### src/rtl/mc_ctrl_pkg.sv
// Shared types and constants for the multicycle RV32I-subset control FSM.
// Holds state encodings, opcodes, ALU codes and the packed control word.
package mc_ctrl_pkg;

  typedef enum logic [3:0] {
    S_FETCH     = 4'd0,
    S_DECODE    = 4'd1,
    S_MEM_ADDR  = 4'd2,
    S_MEM_READ  = 4'd3,
    S_MEM_WB    = 4'd4,
    S_MEM_WRITE = 4'd5,
    S_EXEC_R    = 4'd6,
    S_EXEC_I    = 4'd7,
    S_ALU_WB    = 4'd8,
    S_BRANCH    = 4'd9
  } state_t;

  localparam logic [6:0] OP_LOAD   = 7'b0000011;
  localparam logic [6:0] OP_STORE  = 7'b0100011;
  localparam logic [6:0] OP_RTYPE  = 7'b0110011;
  localparam logic [6:0] OP_ITYPE  = 7'b0010011;
  localparam logic [6:0] OP_BRANCH = 7'b1100011;

  localparam logic [3:0] ALU_AND = 4'b0000;
  localparam logic [3:0] ALU_OR  = 4'b0001;
  localparam logic [3:0] ALU_ADD = 4'b0010;
  localparam logic [3:0] ALU_SUB = 4'b0110;

  localparam logic [1:0] SRCB_REG  = 2'b00;
  localparam logic [1:0] SRCB_FOUR = 2'b01;
  localparam logic [1:0] SRCB_IMM  = 2'b10;

  // Operation class seen by the ALU decoder; CLS_NONE marks an unknown opcode.
  typedef enum logic [2:0] {
    CLS_FETCH,
    CLS_MEM,
    CLS_BRANCH,
    CLS_RTYPE,
    CLS_ITYPE,
    CLS_NONE
  } alu_class_t;

  typedef struct packed {
    logic       pc_write;
    logic       i_or_d;
    logic       mem_read;
    logic       mem_write;
    logic       ir_write;
    logic       mem_to_reg;
    logic       reg_write;
    logic       alu_src_a;
    logic [1:0] alu_src_b;
    logic       pc_source;
    logic [3:0] alu_control;
    logic       illegal_inst;
    logic       instr_done;
  } ctrl_t;

  function automatic alu_class_t opcode_class(input logic [6:0] op);
    alu_class_t cls;
    case (op)
      OP_LOAD, OP_STORE: cls = CLS_MEM;
      OP_RTYPE:          cls = CLS_RTYPE;
      OP_ITYPE:          cls = CLS_ITYPE;
      OP_BRANCH:         cls = CLS_BRANCH;
      default:           cls = CLS_NONE;
    endcase
    return cls;
  endfunction

endpackage

### src/rtl/multicycle_control_if.sv
// Control/status bundle between the multicycle controller and its datapath.
// The controller is the master: it reads IR fields and zero, drives all strobes.
interface multicycle_control_if;

  logic [6:0] opcode;
  logic [2:0] funct3;
  logic       funct7_5;
  logic       zero;

  logic       pc_write;
  logic       i_or_d;
  logic       mem_read;
  logic       mem_write;
  logic       ir_write;
  logic       mem_to_reg;
  logic       reg_write;
  logic       alu_src_a;
  logic [1:0] alu_src_b;
  logic       pc_source;
  logic [3:0] alu_control;
  logic       illegal_inst;
  logic       instr_done;

  modport master (
    input  opcode, funct3, funct7_5, zero,
    output pc_write, i_or_d, mem_read, mem_write, ir_write, mem_to_reg, reg_write,
    output alu_src_a, alu_src_b, pc_source, alu_control, illegal_inst, instr_done
  );

  modport slave (
    output opcode, funct3, funct7_5, zero,
    input  pc_write, i_or_d, mem_read, mem_write, ir_write, mem_to_reg, reg_write,
    input  alu_src_a, alu_src_b, pc_source, alu_control, illegal_inst, instr_done
  );

endinterface

### src/rtl/alu_decoder.sv
// Combinational ALU-control decoder; also reports whether funct3/funct7_5 form
// a supported encoding for the given operation class.
module alu_decoder
  import mc_ctrl_pkg::*;
(
  input  alu_class_t cls,
  input  logic [2:0] funct3,
  input  logic       funct7_5,
  output logic [3:0] alu_control,
  output logic       legal
);

  always_comb begin
    alu_control = ALU_ADD;
    legal       = 1'b0;
    case (cls)
      CLS_FETCH: begin
        legal = 1'b1;
      end
      CLS_MEM: begin
        // Only word loads/stores are supported.
        legal = (funct3 == 3'b010);
      end
      CLS_BRANCH: begin
        alu_control = ALU_SUB;
        legal       = (funct3 == 3'b000);
      end
      CLS_RTYPE: begin
        case ({funct7_5, funct3})
          4'b0000: begin alu_control = ALU_ADD; legal = 1'b1; end
          4'b1000: begin alu_control = ALU_SUB; legal = 1'b1; end
          4'b0111: begin alu_control = ALU_AND; legal = 1'b1; end
          4'b0110: begin alu_control = ALU_OR;  legal = 1'b1; end
          default: legal = 1'b0;
        endcase
      end
      CLS_ITYPE: begin
        // funct7_5 is an immediate bit here and does not affect the operation.
        case (funct3)
          3'b000:  begin alu_control = ALU_ADD; legal = 1'b1; end
          3'b111:  begin alu_control = ALU_AND; legal = 1'b1; end
          3'b110:  begin alu_control = ALU_OR;  legal = 1'b1; end
          default: legal = 1'b0;
        endcase
      end
      default: legal = 1'b0;
    endcase
  end

endmodule

### src/rtl/multicycle_control.sv
// Moore control FSM for the multicycle RV32I-subset datapath (lw/sw/R/I/beq).
// Drives all datapath strobes, a sticky illegal flag and a per-instruction retire pulse.
module multicycle_control
  import mc_ctrl_pkg::*;
#(
  parameter state_t RESET_STATE = S_FETCH
) (
  input logic                 clk,
  input logic                 reset,
  multicycle_control_if.master bus
);

  state_t     state_q, state_d;
  logic       illegal_q, illegal_d;
  alu_class_t dec_cls;
  logic [3:0] dec_alu;
  logic       dec_legal;
  ctrl_t      ctrl;

  always_ff @(posedge clk or posedge reset) begin
    if (reset) begin
      state_q   <= RESET_STATE;
      illegal_q <= 1'b0;
    end else begin
      state_q   <= state_d;
      illegal_q <= illegal_d;
    end
  end

  // In DECODE the decoder classifies the raw opcode for the legality check;
  // elsewhere it is driven by the current state to produce the ALU code.
  always_comb begin
    dec_cls = CLS_FETCH;
    unique case (state_q)
      S_DECODE:   dec_cls = opcode_class(bus.opcode);
      S_MEM_ADDR: dec_cls = CLS_MEM;
      S_BRANCH:   dec_cls = CLS_BRANCH;
      S_EXEC_R:   dec_cls = CLS_RTYPE;
      S_EXEC_I:   dec_cls = CLS_ITYPE;
      default:    dec_cls = CLS_FETCH;
    endcase
  end

  alu_decoder u_alu_decoder (
    .cls         (dec_cls),
    .funct3      (bus.funct3),
    .funct7_5    (bus.funct7_5),
    .alu_control (dec_alu),
    .legal       (dec_legal)
  );

  always_comb begin
    state_d   = state_q;
    illegal_d = illegal_q;
    unique case (state_q)
      S_FETCH: state_d = S_DECODE;
      S_DECODE: begin
        if (!dec_legal) begin
          // PC already advanced here, so returning to FETCH skips the instruction.
          state_d   = S_FETCH;
          illegal_d = 1'b1;
        end else begin
          case (bus.opcode)
            OP_LOAD, OP_STORE: state_d = S_MEM_ADDR;
            OP_RTYPE:          state_d = S_EXEC_R;
            OP_ITYPE:          state_d = S_EXEC_I;
            OP_BRANCH:         state_d = S_BRANCH;
            default: begin
              state_d   = S_FETCH;
              illegal_d = 1'b1;
            end
          endcase
        end
      end
      S_MEM_ADDR: begin
        if (bus.opcode == OP_LOAD) begin
          state_d = S_MEM_READ;
        end else if (bus.opcode == OP_STORE) begin
          state_d = S_MEM_WRITE;
        end else begin
          state_d = S_FETCH;
        end
      end
      S_MEM_READ:  state_d = S_MEM_WB;
      S_MEM_WB:    state_d = S_FETCH;
      S_MEM_WRITE: state_d = S_FETCH;
      S_EXEC_R:    state_d = S_ALU_WB;
      S_EXEC_I:    state_d = S_ALU_WB;
      S_ALU_WB:    state_d = S_FETCH;
      S_BRANCH:    state_d = S_FETCH;
      default:     state_d = S_FETCH;
    endcase
  end

  always_comb begin
    ctrl = '0;
    unique case (state_q)
      S_FETCH: begin
        ctrl.mem_read    = 1'b1;
        ctrl.ir_write    = 1'b1;
        ctrl.alu_src_b   = SRCB_FOUR;
        ctrl.alu_control = ALU_ADD;
      end
      S_DECODE: begin
        ctrl.alu_src_b   = SRCB_IMM;
        ctrl.alu_control = ALU_ADD;
        ctrl.pc_write    = 1'b1;
        ctrl.pc_source   = 1'b1;
      end
      S_MEM_ADDR: begin
        ctrl.alu_src_a   = 1'b1;
        ctrl.alu_src_b   = SRCB_IMM;
        ctrl.alu_control = ALU_ADD;
      end
      S_MEM_READ: begin
        ctrl.mem_read = 1'b1;
        ctrl.i_or_d   = 1'b1;
      end
      S_MEM_WB: begin
        ctrl.reg_write  = 1'b1;
        ctrl.mem_to_reg = 1'b1;
        ctrl.instr_done = 1'b1;
      end
      S_MEM_WRITE: begin
        ctrl.mem_write  = 1'b1;
        ctrl.i_or_d     = 1'b1;
        ctrl.instr_done = 1'b1;
      end
      S_EXEC_R: begin
        ctrl.alu_src_a   = 1'b1;
        ctrl.alu_src_b   = SRCB_REG;
        ctrl.alu_control = dec_legal ? dec_alu : ALU_ADD;
      end
      S_EXEC_I: begin
        ctrl.alu_src_a   = 1'b1;
        ctrl.alu_src_b   = SRCB_IMM;
        ctrl.alu_control = dec_legal ? dec_alu : ALU_ADD;
      end
      S_ALU_WB: begin
        ctrl.reg_write  = 1'b1;
        ctrl.instr_done = 1'b1;
      end
      S_BRANCH: begin
        ctrl.alu_src_a   = 1'b1;
        ctrl.alu_src_b   = SRCB_REG;
        ctrl.alu_control = ALU_SUB;
        ctrl.pc_source   = 1'b1;
        ctrl.pc_write    = bus.zero;
        ctrl.instr_done  = 1'b1;
      end
      default: ctrl = '0;
    endcase
    ctrl.illegal_inst = illegal_q;
    // Gate on reset itself so outputs drop in the same cycle reset rises.
    if (reset) begin
      ctrl = '0;
    end
  end

  assign bus.pc_write     = ctrl.pc_write;
  assign bus.i_or_d       = ctrl.i_or_d;
  assign bus.mem_read     = ctrl.mem_read;
  assign bus.mem_write    = ctrl.mem_write;
  assign bus.ir_write     = ctrl.ir_write;
  assign bus.mem_to_reg   = ctrl.mem_to_reg;
  assign bus.reg_write    = ctrl.reg_write;
  assign bus.alu_src_a    = ctrl.alu_src_a;
  assign bus.alu_src_b    = ctrl.alu_src_b;
  assign bus.pc_source    = ctrl.pc_source;
  assign bus.alu_control  = ctrl.alu_control;
  assign bus.illegal_inst = ctrl.illegal_inst;
  assign bus.instr_done   = ctrl.instr_done;

endmodule

### src/flat_wrapper.sv
// flat-port wrapper written by rule: the top's interface ports become plain ports
module multicycle_control_flat import mc_ctrl_pkg::*;
#(
  parameter state_t RESET_STATE = S_FETCH
)
  (clk, reset, bus_opcode, bus_funct3, bus_funct7_5, bus_zero, bus_pc_write, bus_i_or_d, bus_mem_read, bus_mem_write, bus_ir_write, bus_mem_to_reg, bus_reg_write, bus_alu_src_a, bus_alu_src_b, bus_pc_source, bus_alu_control, bus_illegal_inst, bus_instr_done);
  multicycle_control_if bus_i ();
  input logic clk;
  input logic reset;
  input wire logic [$bits(bus_i.opcode)-1:0] bus_opcode;
  input wire logic [$bits(bus_i.funct3)-1:0] bus_funct3;
  input wire logic [$bits(bus_i.funct7_5)-1:0] bus_funct7_5;
  input wire logic [$bits(bus_i.zero)-1:0] bus_zero;
  output wire logic [$bits(bus_i.pc_write)-1:0] bus_pc_write;
  output wire logic [$bits(bus_i.i_or_d)-1:0] bus_i_or_d;
  output wire logic [$bits(bus_i.mem_read)-1:0] bus_mem_read;
  output wire logic [$bits(bus_i.mem_write)-1:0] bus_mem_write;
  output wire logic [$bits(bus_i.ir_write)-1:0] bus_ir_write;
  output wire logic [$bits(bus_i.mem_to_reg)-1:0] bus_mem_to_reg;
  output wire logic [$bits(bus_i.reg_write)-1:0] bus_reg_write;
  output wire logic [$bits(bus_i.alu_src_a)-1:0] bus_alu_src_a;
  output wire logic [$bits(bus_i.alu_src_b)-1:0] bus_alu_src_b;
  output wire logic [$bits(bus_i.pc_source)-1:0] bus_pc_source;
  output wire logic [$bits(bus_i.alu_control)-1:0] bus_alu_control;
  output wire logic [$bits(bus_i.illegal_inst)-1:0] bus_illegal_inst;
  output wire logic [$bits(bus_i.instr_done)-1:0] bus_instr_done;
  assign bus_i.opcode = bus_opcode;
  assign bus_i.funct3 = bus_funct3;
  assign bus_i.funct7_5 = bus_funct7_5;
  assign bus_i.zero = bus_zero;
  assign bus_pc_write = bus_i.pc_write;
  assign bus_i_or_d = bus_i.i_or_d;
  assign bus_mem_read = bus_i.mem_read;
  assign bus_mem_write = bus_i.mem_write;
  assign bus_ir_write = bus_i.ir_write;
  assign bus_mem_to_reg = bus_i.mem_to_reg;
  assign bus_reg_write = bus_i.reg_write;
  assign bus_alu_src_a = bus_i.alu_src_a;
  assign bus_alu_src_b = bus_i.alu_src_b;
  assign bus_pc_source = bus_i.pc_source;
  assign bus_alu_control = bus_i.alu_control;
  assign bus_illegal_inst = bus_i.illegal_inst;
  assign bus_instr_done = bus_i.instr_done;
  multicycle_control #(.RESET_STATE(RESET_STATE)) u_core (.clk(clk), .reset(reset), .bus(bus_i));
endmodule
### config.mk
export PLATFORM = sky130hd
export DESIGN_NAME = multicycle_control_flat
export DESIGN_NICKNAME = d
export VERILOG_FILES = /design/src/rtl/mc_ctrl_pkg.sv /design/src/rtl/multicycle_control_if.sv /design/src/rtl/alu_decoder.sv /design/src/rtl/multicycle_control.sv /design/src/flat_wrapper.sv
export SDC_FILE = /design/constraint.sdc
export NUM_CORES = 1
export LEC_CHECK = 0
export CORE_AREA = 5 5 60 62
export CTS_CLUSTER_DIAMETER = 120
export DETAILED_ROUTE_END_ITERATION = 16
export DIE_AREA = 0 0 65 67
export MAX_ROUTING_LAYER = met4
export PLACE_DENSITY = 0.59
export SYNTH_ARGS = -nofsm -noshare
export SYNTH_HDL_FRONTEND = slang
export SYNTH_SLANG_ARGS = --single-unit
### constraint.sdc
create_clock -name clk -period 3.1 [get_ports clk]
set_clock_uncertainty 0.2 [all_clocks]
set_input_delay 0.62 -clock clk [delete_from_list [all_inputs] [get_ports clk]]
set_output_delay 0.62 -clock clk [all_outputs]
set_load 0.02 [all_outputs]
After elaboration in Yosys (flattened, before gate mapping)
Index checks and enable logic that the tools add are counted.

word-level totals
  bits in registers = 5
  bits in latches = 0
  bits in writable memories = 0
  ROM bits = 0
  input port bits = 14
  word-level logic and storage cells = 74
  memories = 0

cells by class
  add/sub/neg operators = 0
  multiply operators = 0
  divide/modulo/power cells = 0
  $lt $le $gt $ge = 0
  equal/unequal tests = 25
  shift-type cells = 0
  multiplexer cells = 29
  bitwise logic cells = 0
  reduce and logical (&&, ||, !) cells = 18

operators with widths
  kind                count
  $eq 4x3->1 const B  6
  $pmux 4 s5          1
  $pmux 3 s3          2
  $mux 17             1
  $pmux 4 s4          1
  $pmux 3 s5          1
  $eq 7x6->1 const B  2
  $mux 1              13
  $eq 4x4->1 const B  3
  $pmux 3 s4          1
  $pmux 4 s3          1
  $reduce_or 2->1     6
  $reduce_or 4->1     3
  $eq 3x2->1 const B  3
  $eq 3x3->1 const B  3
  $reduce_or 3->1     3
  $eq 4x2->1 const B  2
  $logic_not 4->1     2
  $mux 4              2
  $pmux 2 s2          2
  $eq 7x2->1 const B  1
  $eq 7x5->1 const B  1
  $eq 7x7->1 const B  1
  $logic_not 3->1     2
  8 further kinds     9

Depth between registers and ports, before layout
Gate-level depths: netlist of the first run.

  word-level depth = 9
  depth in mapped cells = 7
  gate-level depth less buffers = 6

Cells and area by module
From an unflattened synthesis of the first run, not the netlist that was laid out.

second synthesis, totals
  cells, all modules = 102
  area total of the unflattened synthesis = 749.5 um^2

modules (own cells, without submodules)
  module              instances  cells each  area each (um^2)
  multicycle_control  1          84          636.9
  alu_decoder         1          18          112.6

Least setup slack after synthesis of the first run
No wires, ideal clock.

  path type = input -> output
  from = input port bus_opcode[6]
  to = output port bus_alu_control[1]
  data arrival time = 2.092 ns
  data required time = 2.280 ns
  path slack = 0.188 ns
  stages = 7
  buffers on the path = 1
  path through = buf_6 -> or3b_1 -> and3_1 -> or2_1 -> nand2b_1 -> a21boi_0 -> o31a_1

on the way
  word-level cells in the longest chain between the ends = 9

RTL lines
  item                                             RTL line                                              text
  start, declared                                  flat_wrapper.sv:10                                    input wire logic [$bits(bus_i.opcode)-1:0] bus_opcode;
  $eq 7x6->1 / $eq 7x2->1 (equally long branches)  mc_ctrl_pkg.sv:61                                     case (op)
  $reduce_or 2->1                                  n/a
  $pmux 3 s4 *                                     mc_ctrl_pkg.sv:61
  $pmux 3 s5 *                                     multicycle_control.sv:34                              unique case (state_q)
  $eq 3x3->1 (tied with other cells)               alu_decoder.sv:16                                     case (cls)
  $pmux 1 s5 / $pmux 3 s3 (equally long branches)  alu_decoder.sv:16
  $mux 3 *                                         multicycle_control.sv:132, multicycle_control.sv:137
  $pmux 4 s3 *                                     multicycle_control.sv:97                              unique case (state_q)
  $mux 17 *                                        multicycle_control.sv:155                             if (reset) begin
  end, declared                                    flat_wrapper.sv:24                                    output wire logic [$bits(bus_i.alu_control)-1:0] bus_alu_control;

Mark *: on every way between the ends. The rest lies on a longest branch, timed or not.

Worst setup path in the final report of the first run
  from = input port bus_opcode[3]
  to = output port bus_alu_control[1]

Same word-level chain as after synthesis.

==> qor.yml, run 1 <==
status: "complete, no violations"
fill_cells: 314
grt_pass1_vias: 918
diodes: 0
synth_fa_ha_area_frac: 0
yosys-top-cells-area: "dfrtp_1 (17%), xnor2_1 (6.0%), nor3_1 (4.1%)"
min_from: "u_core.illegal_q$_DFFE_PP0P_"
crit_type: "in -> out"
grt_max_degree: 19
worst_setup_path_start_kind: "primary input"
crit_path_end_kind: "output port"
dr.pass1.iters: 4
cts_tree: "yes"
multi_input_area_um2: 584
cap_violations: 0
worstPathRequired_ns: 2.28
cpPeakStageDelay_ns: 0.25
start_util: 0.244
io_buffers: 29
routabilityCongestion: 0.833
root_buffer: "clkbuf_4"
synth_xor_area_frac: 0.0603
die_area_um2: 4360
synth_ff_type: "dfrtp_1"
worstPathMaxFanout: 3
gr-total-overflow: 0
clk_latency_ns: 0.24
io_pins: 31
cp-startpoint: "bus_opcode[3]"
ys.warnings.count: 0
dr_total_vias: 920
drive_gt1_frac: 0.324
path_clk_slew_ns: 0.04
ant_nets: 0
die_w_um: 65
synth_top_area_cell: "dfrtp_1"
r2r-start: "u_core.state_q[1]$_DFF_PP0_"
hold_violations: 0
setup-violations-final: 0
drv_slew: 0
power_leakage_nw: 0.565
post-route-period-util: 0.983
synthSimpleGateAreaFrac: 0.352
hpwl_um: 1900
synth.area.mux_share: 0.0138
synth.distinct_cells: 43
slowest_stage: "a32o_1"
p_per_area_nw_per_um2: 163
ys_async_sr_fraction: 1.00
crit_chain: "dlygate4sd2_1, nand4bb_4, a32o_1, or2_4, nand2b_4, a21boi_2, o31a_1, buf_6"
cts_buffer_depth: 2
yosysSeqAreaShare: 0.172
synth-edff-count: 0
fp.dieH_um: 67
synth_top_area_share: 0.172
final_nets: 163
cts_buffers: 3
regArea_um2: 125
cts_sinks: 5
wl_per_cell_um: 13.3
finalWirelength_um: 2400
rsz0062_at_grt: "true"
synth_compound_area_frac: 0.298
crit_buf_inv: 2
fmax_mhz: 328
cp.arrival_ns: 2.23
synth.avg_cell_area_um2: 7.48
ir_worst_vdd_uv: 129
ff2ff_setup_slack_ns: 0.72
ys_ff_latch: 5
antenna_found_initial: 0
cp_top_family: "compound AO/OA/AOI/OAI gates"
h-tree-depth: 1
synthCells: 97
area_growth_pct: 76.4
remaining_drc_errors: 0
syn-num-nets: 111
drtIter0Drc: 24
hold_class: "reg -> reg"
core_area_um2: 2980
rows: 20
grt_first_pass_wirelength_um: 4010
total_power_uw: 209
fin_cells: 181
grt_usage: 0.122
viasPerCell: 5.08
synth_top_family_by_area: "simple AND/OR/NAND/NOR gates"
synthesis.area_um2: 726
min_period_ns: 3.05
dp_cells: 174
[cells in the mapped netlist, types with 2 or more instances]
cell type,instances
dfrtp_1,5
nor2b_1,2
o31a_1,3
and3_1,2
clkbuf_1,4
xnor2_1,5
inv_1,4
nand3_1,3
o21a_1,3
buf_4,2
or4_1,2
buf_2,3
a21oi_1,5
nand2b_1,2
o211ai_1,2
nand2_1,6
nor2_1,8
o21ai_0,3
nor4_1,3
nor3_1,6
or3_1,2
[layout by cell type, fill, tap and decap left out, drive strengths merged, types with 2 or more instances in the layout]
master	instances
nand3	3
a21oi	5
nor4b	2
clkbuf	8
nor4	3
clkdlybuf4s50	14
dlymetal6s2s	5
dlygate4sd2	5
or4	2
o31a	3
o211ai	2
o21ai	4
dfrtp	5
nor2b	2
nor2	8
buf	29
and3	2
nand2	6
nand2b	2
o21a	3
nor3	6
xnor2	5
inv	4
a21boi	2
or3	2
[sequential cells by signal, indices dropped and copies added, names as in the netlist]
| name | cells |
|---|---|
| u_core.state_q | 4 |
| u_core.illegal_q | 1 |
[area by class of cell]
type / count / area share
flip-flops and latches: 5 / 0.0978
inverters: 4 / 0.0117
clock buffers: 4 / 0.0205
well taps: 33 / 0.0323
multi-input cells: 78 / 0.456
repair buffers: 57 / 0.381
[logic make-up (layout without fill, tap and decap cells)]
group / after synthesis / in the layout
flip-flops: 5 / 5
AND/OR/NAND/NOR: 43 / 43
AO/OA/AOI/OAI: 28 / 28
multiplexers: 1 / 1
other: 1 / 1
XOR/XNOR: 5 / 5
buffers and inverters: 14 / 65
[metal layers]
layer,routed length [µm],track usage,vias up,share of wire
met5,0,-,-,0
met4,34,0.0475,0,0.014
met3,114,0.0337,5,0.047
met2,1250,0.216,30,0.52
met1,1010,0.129,428,0.42
li1,-,-,457,-
[worst paths after layout]
kind	to	depth (start not counted)
worst max-delay path	bus_alu_control[1]	8
worst min-delay path	u_core.illegal_q$_DFFE_PP0P_	1
worst max register to register	u_core.state_q[3]$_DFF_PP0_	8
worst min register to register	u_core.illegal_q$_DFFE_PP0P_	1
max in group asynchronous	u_core.illegal_q$_DFFE_PP0P_	4
min in group asynchronous	u_core.state_q[3]$_DFF_PP0_	4
[per-stage QoR]
stage                     setup slack (ns)  hold slack [ns]   util  TNS [ns]  area [µm²]
after CTS                          -0.0325            0.247  0.421   -0.0325        1250
final                               0.0528            0.242  0.430         0        1280
after detailed placement            -0.661            0.237  0.399     -1.31        1190
after global placement              -0.611            0.235  0.399     -1.25        1190
after global routing               -0.0242            0.256  0.430   -0.0242        1280
after floorplan                      0.188            0.212      -         0         726
[repair_timing]
item / CTS / global route
buffers inserted: 2 / 1
endpoints found under the setup margin: 3 / 7
pin swaps: 7 / 4
hold buffers: 0 / 0
gates resized for setup: 23 / 15
[report_power, final]
part           leakage [nW]  switching (mW)  total (mW)  internal (mW)
clock                0.0150          0.0254      0.0740         0.0486
combinational         0.485          0.0312      0.0693         0.0381
sequential           0.0653        0.000187      0.0658         0.0657
Note: power is estimated with default switching activity, not from simulation.
==> inputs of run 2 (changes only) <==
--- a/config.mk
+++ b/config.mk
@@ -5,12 +5,13 @@
 export SDC_FILE = /design/constraint.sdc
 export NUM_CORES = 1
 export LEC_CHECK = 0
-export CORE_AREA = 5 5 60 62
+export CORE_AREA = 2 2 57 59
 export CTS_CLUSTER_DIAMETER = 120
 export DETAILED_ROUTE_END_ITERATION = 16
-export DIE_AREA = 0 0 65 67
+export DIE_AREA = 0 0 59 61
 export MAX_ROUTING_LAYER = met4
 export PLACE_DENSITY = 0.59
+export SLEW_MARGIN = 20
 export SYNTH_ARGS = -nofsm -noshare
 export SYNTH_HDL_FRONTEND = slang
 export SYNTH_SLANG_ARGS = --single-unit
==> run 2 against run 1 <==
Combinational power decreased by 1%. First-iteration DRC count is 33% lower. Design area grew 1.4%. Wire length down 2.9%. Worst hold slack better by 0.00070 ns. Sequential share of layout area is 0.13 points lower. Sequential power barely moved. Critical path depth shrank 3. Core utilization up 0.96 points. Setup slack better by 0.0095 ns. Maximum frequency grew 0.31%. Via count decreased by 0.54%.
==> qor.yml, run 2 (synthesis gave the netlist of run 1 again) <==
status: "complete, no violations"
grt_first_pass_wirelength_um: 3780
start_util: 0.246
cts_tree: "yes"
io_buffers: 29
grt_pass1_vias: 922
root_buffer: "clkbuf_4"
drive_gt1_frac: 0.327
regArea_um2: 125
rsz0062_at_grt: "true"
hpwl_um: 1870
cpPeakStageDelay_ns: 0.59
min_period_ns: 3.04
crit_chain: "clkdlybuf4s50_1, buf_4, nor4b_1, buf_4, clkdlybuf4s50_1"
area_growth_pct: 78.8
dr.pass1.iters: 4
cts_buffer_depth: 2
hold_class: "reg -> reg"
fp.dieH_um: 61
power.internal_uw: 152
largestRegisters: "u_core.state_q: 4 flops, u_core.illegal_q: 1 flops"
clk_latency_ns: 0.25
crit_path_end_kind: "output port"
grt_max_degree: 12
final_common_cell: "buf_4"
finish.utilization: 0.439
layout_common_cells: "buf_4 (30), clkdlybuf4s50_1 (15), nor2_1 (7)"
h-tree-depth: 1
cts_hold_buf: 0
worst_hold_path.endpoint: "u_core.illegal_q$_DFFE_PP0P_"
fmax_mhz: 329
worst_slack_ns: 0.0623
die_w_um: 59
top_register: "u_core.state_q"
pwr-share-seq: 0.313
r2r-start: "u_core.state_q[1]$_DFF_PP0_"
cp-startpoint: "reset"
antenna_found_initial: 0
path_clk_slew_ns: 0.04
worstPathRequired_ns: 2.28
die_area_um2: 3600
worstPathMaxFanout: 11
grt_usage: 0.139
p_per_area_nw_per_um2: 162
crit_buf_inv: 4
fill_cells: 300
rows: 20
pwr-share-clk: 0.362
switching_power_uw: 58.5
cap_violations: 0
setup-violations-final: 0
cts_sinks: 5
dpl-instance-area_um2: 1210
viasPerCell: 5.00
dr_total_vias: 915
remaining_drc_errors: 0
whs_path_depth: 1
comb_power_share: 0.325
final_nets: 165
diodes: 0
ant_nets: 0
min_from: "u_core.illegal_q$_DFFE_PP0P_"
worst_setup_path_start_kind: "primary input"
pre_cts_ws_ns: -0.630
gr-total-overflow: 0
multi_input_area_um2: 582
drtIter0Drc: 16
core_area_um2: 2950
hold_violations: 0
final_area_um2: 1300
crit_type: "in -> out"
slowest_stage: "clkdlybuf4s50_1"
switching_share: 0.278
finalWirelength_um: 2330
ff2ff_path_depth: 8
cp_top_family: "buffers and inverters"
post-route-period-util: 0.980
cp.arrival_ns: 2.22
routabilityCongestion: 0.880
ff2ff_setup_slack_ns: 0.79
cts_buffers: 3
reg2reg_to: "u_core.illegal_q$_DFFE_PP0P_"
wl_per_cell_um: 12.7
drv_slew: 0
power_leakage_nw: 0.562
io_pins: 31
ir_worst_vdd_uv: 114
largest_reg_flops: 4
-- run 2: changes by cell type in the layout (fill, tap and decap cells not counted), sizes merged --
cell / previous run / this run
buf: 29 / 31
dlygate4sd2: 5 / 4
clkbuf: 8 / 7
clkdlybuf4s50: 14 / 15
clkdlybuf4s15: 0 / 2
dlymetal6s2s: 5 / 4
-- run 2: what timing repair did --
| action | 4_1_cts | 5_1_grt |
|---|---|---|
| endpoints found under the setup margin | 4 | 5 |
| gates resized for setup | 24 | 13 |
| pin swaps | 6 | 4 |
| setup buffers | 2 | 0 |
-- run 2: worst register-to-register path, stage by stage (launching register included) --
cell and delay (ns):
dfrtp_1 0.44, buf_4 0.21, a32o_1 0.24, or2_1 0.22, buf_4 0.13, buf_4 0.13, a311oi_2 0.29, o21ai_0 0.14
a21o_1 0.19
-- run 2: layout make-up --
type / instances / share of cell area
Clock buffer: 4 / 0.0203
Sequential cell: 5 / 0.0964
Timing Repair Buffer: 59 / 0.392
Tap cell: 33 / 0.0318
Inverter: 4 / 0.0116
Multi-Input combinational cell: 78 / 0.448
-- run 2: metrics by stage --
step | TNS (ns) | power (mW) | cells | hold WS (ns)
after floorplan | 0 | 0.0938 | 97 | 0.212
after global placement | -1.22 | 0.133 | 177 | 0.239
after detailed placement | -1.28 | 0.134 | 177 | 0.237
after CTS | -0.0428 | 0.213 | 183 | 0.246
after global routing | -0.0155 | 0.225 | 183 | 0.283
final | 0 | 0.211 | 183 | 0.242
-- run 2: power groups by stage --
stage | combinational (mW) | sequential [mW] | clock [mW]
finish | 0.0684 | 0.0659 | 0.0763
global route | 0.0743 | 0.0657 | 0.0847
CTS | 0.0682 | 0.0658 | 0.0787
detailed placement | 0.0676 | 0.0668 | 0
global placement | 0.0665 | 0.0668 | 0
floorplan | 0.0271 | 0.0667 | 0
-- run 2: metal layers --
metal,up-vias,wire length (µm),track usage
met1,423,984,0.150
li1,465,-,-
met5,-,0,-
met3,7,101,0.0320
met2,20,1220,0.254
met4,0,23,0.0357
-- run 2: worst max-delay path by stage --
| stage | slack, ns | cells after the start | endpoint |
|---|---|---|---|
| 2_1_floorplan | 0.19 | 7 | bus_alu_control[1] |
| 3_3_place_gp | -0.60 | 8 | bus_alu_control[1] |
| 3_5_place_dp | -0.63 | 9 | bus_alu_control[1] |
| 4_1_cts | -0.04 | 10 | bus_alu_control[1] |
| 5_1_grt | -0.02 | 8 | bus_alu_control[1] |
| 6_report | 0.06 | 5 | bus_ir_write |
